`config.mk`:
```
export PLATFORM = sky130hd
export DESIGN_NAME = aes_mode_ctrl
export DESIGN_NICKNAME = d
export VERILOG_FILES = /design/src/rtl/aes_mode_ctrl.sv
export SDC_FILE = /design/constraint.sdc
export NUM_CORES = 2
export LEC_CHECK = 0
export CAP_MARGIN = 20
export CORE_AREA = 2 2 456 458
export DETAILED_ROUTE_END_ITERATION = 6
export DIE_AREA = 0 0 458 460
export SKIP_CTS_REPAIR_TIMING = 1
export SLEW_MARGIN = 20
export SYNTH_ARGS = -nofsm -noshare
export SYNTH_HDL_FRONTEND = slang
export SYNTH_SLANG_ARGS = --single-unit
```
`constraint.sdc`:
```
create_clock -name Clk -period 10.5 [get_ports Clk]
set_input_delay 2.1 -clock Clk [delete_from_list [all_inputs] [get_ports Clk]]
set_output_delay 2.1 -clock Clk [all_outputs]
set_load 0.005 [all_outputs]
```
`src/rtl/aes_mode_ctrl.sv`:
```
// Block-chaining front end for the AES-256 core: input FIFO, ECB/CBC(/CTR) chaining, output handshake.
// Optional feature macro: AES_MODE_CTRL_CTR_EN (CTR mode and its 128-bit counter incrementer).
module aes_mode_ctrl #(
    parameter int FIFO_DEPTH = 4
) (
    input  logic         Clk,
    input  logic         Rst,
    input  logic         start,
    input  logic [1:0]   mode,
    input  logic         encryp_decrypt,
    input  logic [255:0] cipher_key,
    input  logic [127:0] iv,
    input  logic         in_valid,
    output logic         in_ready,
    input  logic [127:0] in_data,
    input  logic         in_last,
    output logic         out_valid,
    input  logic         out_ready,
    output logic [127:0] out_data,
    output logic         out_last,
    output logic         busy,
    output logic         cfg_err,
    output logic [127:0] core_data_in,
    output logic [255:0] core_key,
    output logic         core_encdec,
    output logic         core_en,
    output logic         core_rst_n,
    input  logic [127:0] core_data_out,
    input  logic         core_done
);
    localparam int AW = $clog2(FIFO_DEPTH);
    localparam logic [1:0] M_CBC = 2'b01;
`ifdef AES_MODE_CTRL_CTR_EN
    localparam logic [1:0] M_CTR = 2'b10;
`endif

    typedef enum logic [1:0] {IDLE, CLR, RUN, EMIT} state_t;
    state_t state, state_nxt;

    logic [127:0]          fifo_data [FIFO_DEPTH];
    logic [FIFO_DEPTH-1:0] fifo_last;
    logic [AW-1:0]         wr_ptr, rd_ptr;
    logic [AW:0]           count;
    logic                  last_stored;
    logic [1:0]            mode_q;
    logic                  enc_q;
    logic [255:0]          key_q;
    logic [127:0]          chain;
    logic                  mode_ok, push, pop, full, empty;
    logic [127:0]          head, result, chain_nxt;

    assign head     = fifo_data[rd_ptr];
    assign full     = (count == (AW+1)'(FIFO_DEPTH));
    assign empty    = (count == '0);
    assign in_ready = busy & ~full & ~last_stored;
    assign push     = in_valid & in_ready;
    assign pop      = (state == RUN) & core_done;
    assign core_key = key_q;

    always_comb begin
        case (mode)
            2'b00, 2'b01: mode_ok = 1'b1;
`ifdef AES_MODE_CTRL_CTR_EN
            M_CTR:        mode_ok = 1'b1;
`endif
            default:      mode_ok = 1'b0;
        endcase
    end

    // Chaining datapath; head and chain are stable for the whole CLR/RUN window.
    always_comb begin
        core_data_in = head;
        core_encdec  = enc_q;
        result       = core_data_out;
        chain_nxt    = chain;
        case (mode_q)
            M_CBC: begin
                if (enc_q) begin
                    core_data_in = head ^ chain;
                    chain_nxt    = core_data_out;
                end else begin
                    result    = core_data_out ^ chain;
                    chain_nxt = head;
                end
            end
`ifdef AES_MODE_CTRL_CTR_EN
            M_CTR: begin
                core_encdec  = 1'b1;
                core_data_in = chain;
                result       = core_data_out ^ head;
                chain_nxt    = chain + 128'd1;
            end
`endif
            default: ;
        endcase
        if (state == IDLE) begin
            core_data_in = '0;
            core_encdec  = 1'b0;
        end
    end

    always_comb begin
        state_nxt  = state;
        busy       = 1'b1;
        out_valid  = 1'b0;
        core_en    = 1'b0;
        core_rst_n = 1'b0;
        case (state)
            IDLE: begin
                busy = 1'b0;
                if (start && mode_ok) state_nxt = CLR;
            end
            CLR:  if (!empty) state_nxt = RUN;
            RUN: begin
                core_en    = 1'b1;
                core_rst_n = 1'b1;
                if (core_done) state_nxt = EMIT;
            end
            EMIT: begin
                out_valid = 1'b1;
                if (out_ready) state_nxt = out_last ? IDLE : CLR;
            end
            default: state_nxt = IDLE;
        endcase
    end

    always_ff @(posedge Clk) begin
        if (push) fifo_data[wr_ptr] <= in_data;
    end

    always_ff @(posedge Clk or negedge Rst) begin
        if (!Rst) begin
            state       <= IDLE;
            fifo_last   <= '0;
            wr_ptr      <= '0;
            rd_ptr      <= '0;
            count       <= '0;
            last_stored <= 1'b0;
            mode_q      <= '0;
            enc_q       <= 1'b0;
            key_q       <= '0;
            chain       <= '0;
            cfg_err     <= 1'b0;
            out_data    <= '0;
            out_last    <= 1'b0;
        end else begin
            state <= state_nxt;
            if (start && state == IDLE) begin
                if (mode_ok) begin
                    mode_q  <= mode;
                    enc_q   <= encryp_decrypt;
                    key_q   <= cipher_key;
                    chain   <= iv;
                    cfg_err <= 1'b0;
                end else begin
                    cfg_err <= 1'b1;
                end
            end
            if (push) begin
                fifo_last[wr_ptr] <= in_last;
                wr_ptr            <= wr_ptr + AW'(1);
            end
            if (pop) begin
                chain    <= chain_nxt;
                out_data <= result;
                out_last <= fifo_last[rd_ptr];
                rd_ptr   <= rd_ptr + AW'(1);
            end
            case ({push, pop})
                2'b10:   count <= count + (AW+1)'(1);
                2'b01:   count <= count - (AW+1)'(1);
                default: ;
            endcase
            // Further blocks wait until the message's final result has been taken.
            if (push && in_last)
                last_stored <= 1'b1;
            else if (state == EMIT && out_ready && out_last)
                last_stored <= 1'b0;
        end
    end
endmodule

```
==> flow_summary.yaml <==
status:
  status: "completed"
drt:
  firstDrtPassIters: 6
  drt_wl_total_um: 203000
  drt_iter0_markers: 2549
  vias: 31873
  via_per_inst: 4.41
  wire_per_inst_um: 28.0
  ant_nets: 0
  drc: 0
sta:
  fin_crit_ns: 6.30
  drv_slew: 0
  worst_slew_pin_slew_ns: 1.04
  setup_viol: 0
  finalSetupTns_ns: 0
  finClkSkew_ns: 0.0529
  rsz0062_at_grt: "false"
  post-route-period-util: 0.600
  fmax_mhz: 159
  hold_violations: 0
  slew_headroom: 0.307
clock_tree:
  cts_tree: "yes"
  clock_latency_ns: 0.75
  cts_buffer_depth: 3
  numCtsBuffers: 120
  cts_max_level: 3
  clk_pin_slew_ns: 0.06
  cts_root_buffer: "clkbuf_16"
  clock_sink_count: 1043
setup_path:
  regToRegEndpoint: "chain[77]"
  critical_path.max_fanout: 35
  crit_buf_inv: 2
  cp-end-kind: "output port"
  slowest_stage: "dfrtp_4"
  crit_chain: "buf_4, mux4_2, xor2_1, nor2_1, clkdlybuf4s50_1"
  r2r_start: "state[0]"
  critPathRequiredTime_ns: 8.40
  start_kind: "flip-flop"
  critPathKind: "flip-flop to output port"
  ff2ff_path_depth: 10
  cp.arrival_ns: 4.20
  r2r_setup_slack_ns: 5.83
  max_stage_delay_ns: 0.83
  path_delay_family: "buffers and inverters"
pwr:
  p_switching_mw: 6.63
  ir_drop_mv: 0.180
  powerDensity_nw_per_um2: 291
  clkPwrFrac: 0.239
  intPower_mw: 11.8
  leakage_nw: 22.9
  pwr-share-seq: 0.338
  switching_share: 0.359
  comb_power_share: 0.423
synth:
  async_flop_share: 0.509
  synthesis.area_um2: 44700
  synth_edf_count: 512
  yosys_warnings: 0
  ys_seq_area_frac: 0.641
  synth_nets: 3912
  synthCells: 3252
  synth_cell_types: 36
  avgSynthCellArea_um2: 13.7
  synthFlopType: "dfrtp_1"
  ys_ff_latch: 1043
global_route:
  grt_use_total: 0.185
  antenna_found_initial: 99
  grt_max_degree: 137
  grt_overflow: 0
  grt_pass1_wl_um: 273000
  grt_pass1_vias: 32643
die:
  io_pins: 1170
  die_x_um: 458
  start_util: 0.217
  rows: 167
  core_area_um2: 206000
  die_area_um2: 211000
  die_y_um: 460
layout:
  final_nets: 5028
  layout-drive-gt1-share: 0.161
  syn_to_final_growth_pct: 42.1
  fin_util: 0.308
placement:
  io_buffers: 1169
  dp_hpwl_um: 151000
  gp_congestion: 0.889
hold_path:
  min_path_cells: 2
  min_from: "out_data[78]"
  min_path_type: "flip-flop to flip-flop"
  whs_endpoint: "out_data[78]"
run:
  max_cap_viol_count: 0
## worst max path at each step
stage | startpoint | endpoint | slack (ns) | cells after the start
final | rd_ptr[0] | core_data_in[78] | 4.20 | 5
after global routing | rd_ptr[0] | core_data_in[78] | 3.88 | 5
after CTS | rd_ptr[0] | core_data_in[78] | 4.02 | 5
after detailed placement | core_done | chain[93] | 4.29 | 8
after global placement | core_done | chain[69] | 4.31 | 8
after floorplan | in_valid | fifo_last[0] | 4.33 | 4
## power by group through the flow
stage               logic, mW  clock network (mW)  registers (mW)
detailed placement       7.93                   0            6.31
floorplan                3.42                   0            6.12
global route             8.33                4.69            6.39
finish                   7.82                4.41            6.24
global placement         7.92                   0            6.28
CTS                      7.99                4.52            6.25
## cells by family after synthesis
logic type	count (synthesis)	synth area share
buf+inv	226	0.0225
compound gates	523	0.0756
simple gates	796	0.0751
flops	1043	0.641
fa+ha+maj	10	0.00297
xor+xnor	262	0.0513
mux	392	0.131
## tightest hold or removal path, stage by stage (launching register included)
cell and delay [ns]:
dfrtp_1 0.34, nand2_1 0.05, o21ai_0 0.06
## routing by layer
| metal | up-vias | routed length (µm) | track usage |
|---|---|---|---|
| li1 | 13866 | - | - |
| met1 | 16266 | 76900 | 0.212 |
| met2 | 1374 | 98700 | 0.311 |
| met3 | 313 | 16800 | 0.0631 |
| met4 | 54 | 9680 | 0.0883 |
| met5 | - | 354 | 0 |
## final cells by class
type / count / area [µm²]
Antenna cell: 47 / 118
Fill cell: 20705 / 143000
Multi-Input combinational cell: 1983 / 15100
Inverter: 11 / 46.3
Clock buffer: 157 / 3270
Timing Repair Buffer: 1209 / 12100
Clock inverter: 70 / 830
Tap cell: 2704 / 3380
Sequential cell: 1043 / 28700
## metrics by stage
stage                     setup slack, ns  area, µm²  total power, mW  hold slack [ns]  std cells
after CTS                            4.02      63400             18.8            0.484       7177
final                                4.20      63500             18.5            0.479       7224
after global placement               4.31      59300             14.2            0.462       6950
after global routing                 3.88      63500             19.4            0.504       7208
after detailed placement             4.29      59300             14.2            0.471       6950
after floorplan                      4.33      44700             9.54            0.471       3252
## sequential cells by signal, indices dropped and copies added (netlist names), 2 cells and up
name       cells
out_data     128
state          2
count          3
rd_ptr         2
fifo_data    512
chain        128
mode_q         2
fifo_last      4
core_key     256
wr_ptr         2
## cell usage in the layout, fill, tap and decap left out, types with 2 or more instances in the layout
| master | count |
|---|---|
| clkdlybuf4s50_1 | 1168 |
| dfrtp_1 | 528 |
| nand2_1 | 520 |
| edfxtp_1 | 512 |
| mux2_2 | 263 |
| xor2_1 | 258 |
| o21ai_0 | 254 |
| o21ai_1 | 133 |
| nor2_1 | 131 |
| nor2b_1 | 131 |
| mux4_2 | 129 |
| clkbuf_16 | 120 |
| a211oi_2 | 80 |
| a211oi_1 | 49 |
| diode_2 | 47 |
| buf_4 | 32 |
| clkbuf_1 | 24 |
| clkinv_2 | 23 |
| bufinv_16 | 15 |
| clkbuf_8 | 13 |
| inv_1 | 10 |
| inv_6 | 9 |
| clkinv_1 | 9 |
| ha_1 | 8 |
| buf_12 | 8 |
| clkinvlp_4 | 7 |
| and2_4 | 4 |
| xnor2_1 | 4 |
| clkinv_4 | 4 |
| dfrtp_4 | 3 |
| nand2b_1 | 2 |
| inv_8 | 2 |
## synth_stat cells, types with 2 or more instances
master	instances	area, µm²
a211oi_1	49	368
a211oi_2	80	1000
and2_1	5	31.3
buf_1	19	71.3
buf_2	63	315
buf_6	10	113
clkbuf_1	121	454
dfrtp_1	531	13300
edfxtp_1	512	15400
ha_1	9	113
inv_1	11	41.3
mux2_2	263	2960
mux4_2	129	2910
nand2_1	521	1960
nand2b_1	2	12.5
nor2_1	131	492
nor2b_1	131	820
o21ai_0	254	1270
o21ai_1	134	671
xnor2_1	4	35.0
xor2_1	258	2260
Note: power is estimated with default switching activity, not from simulation.
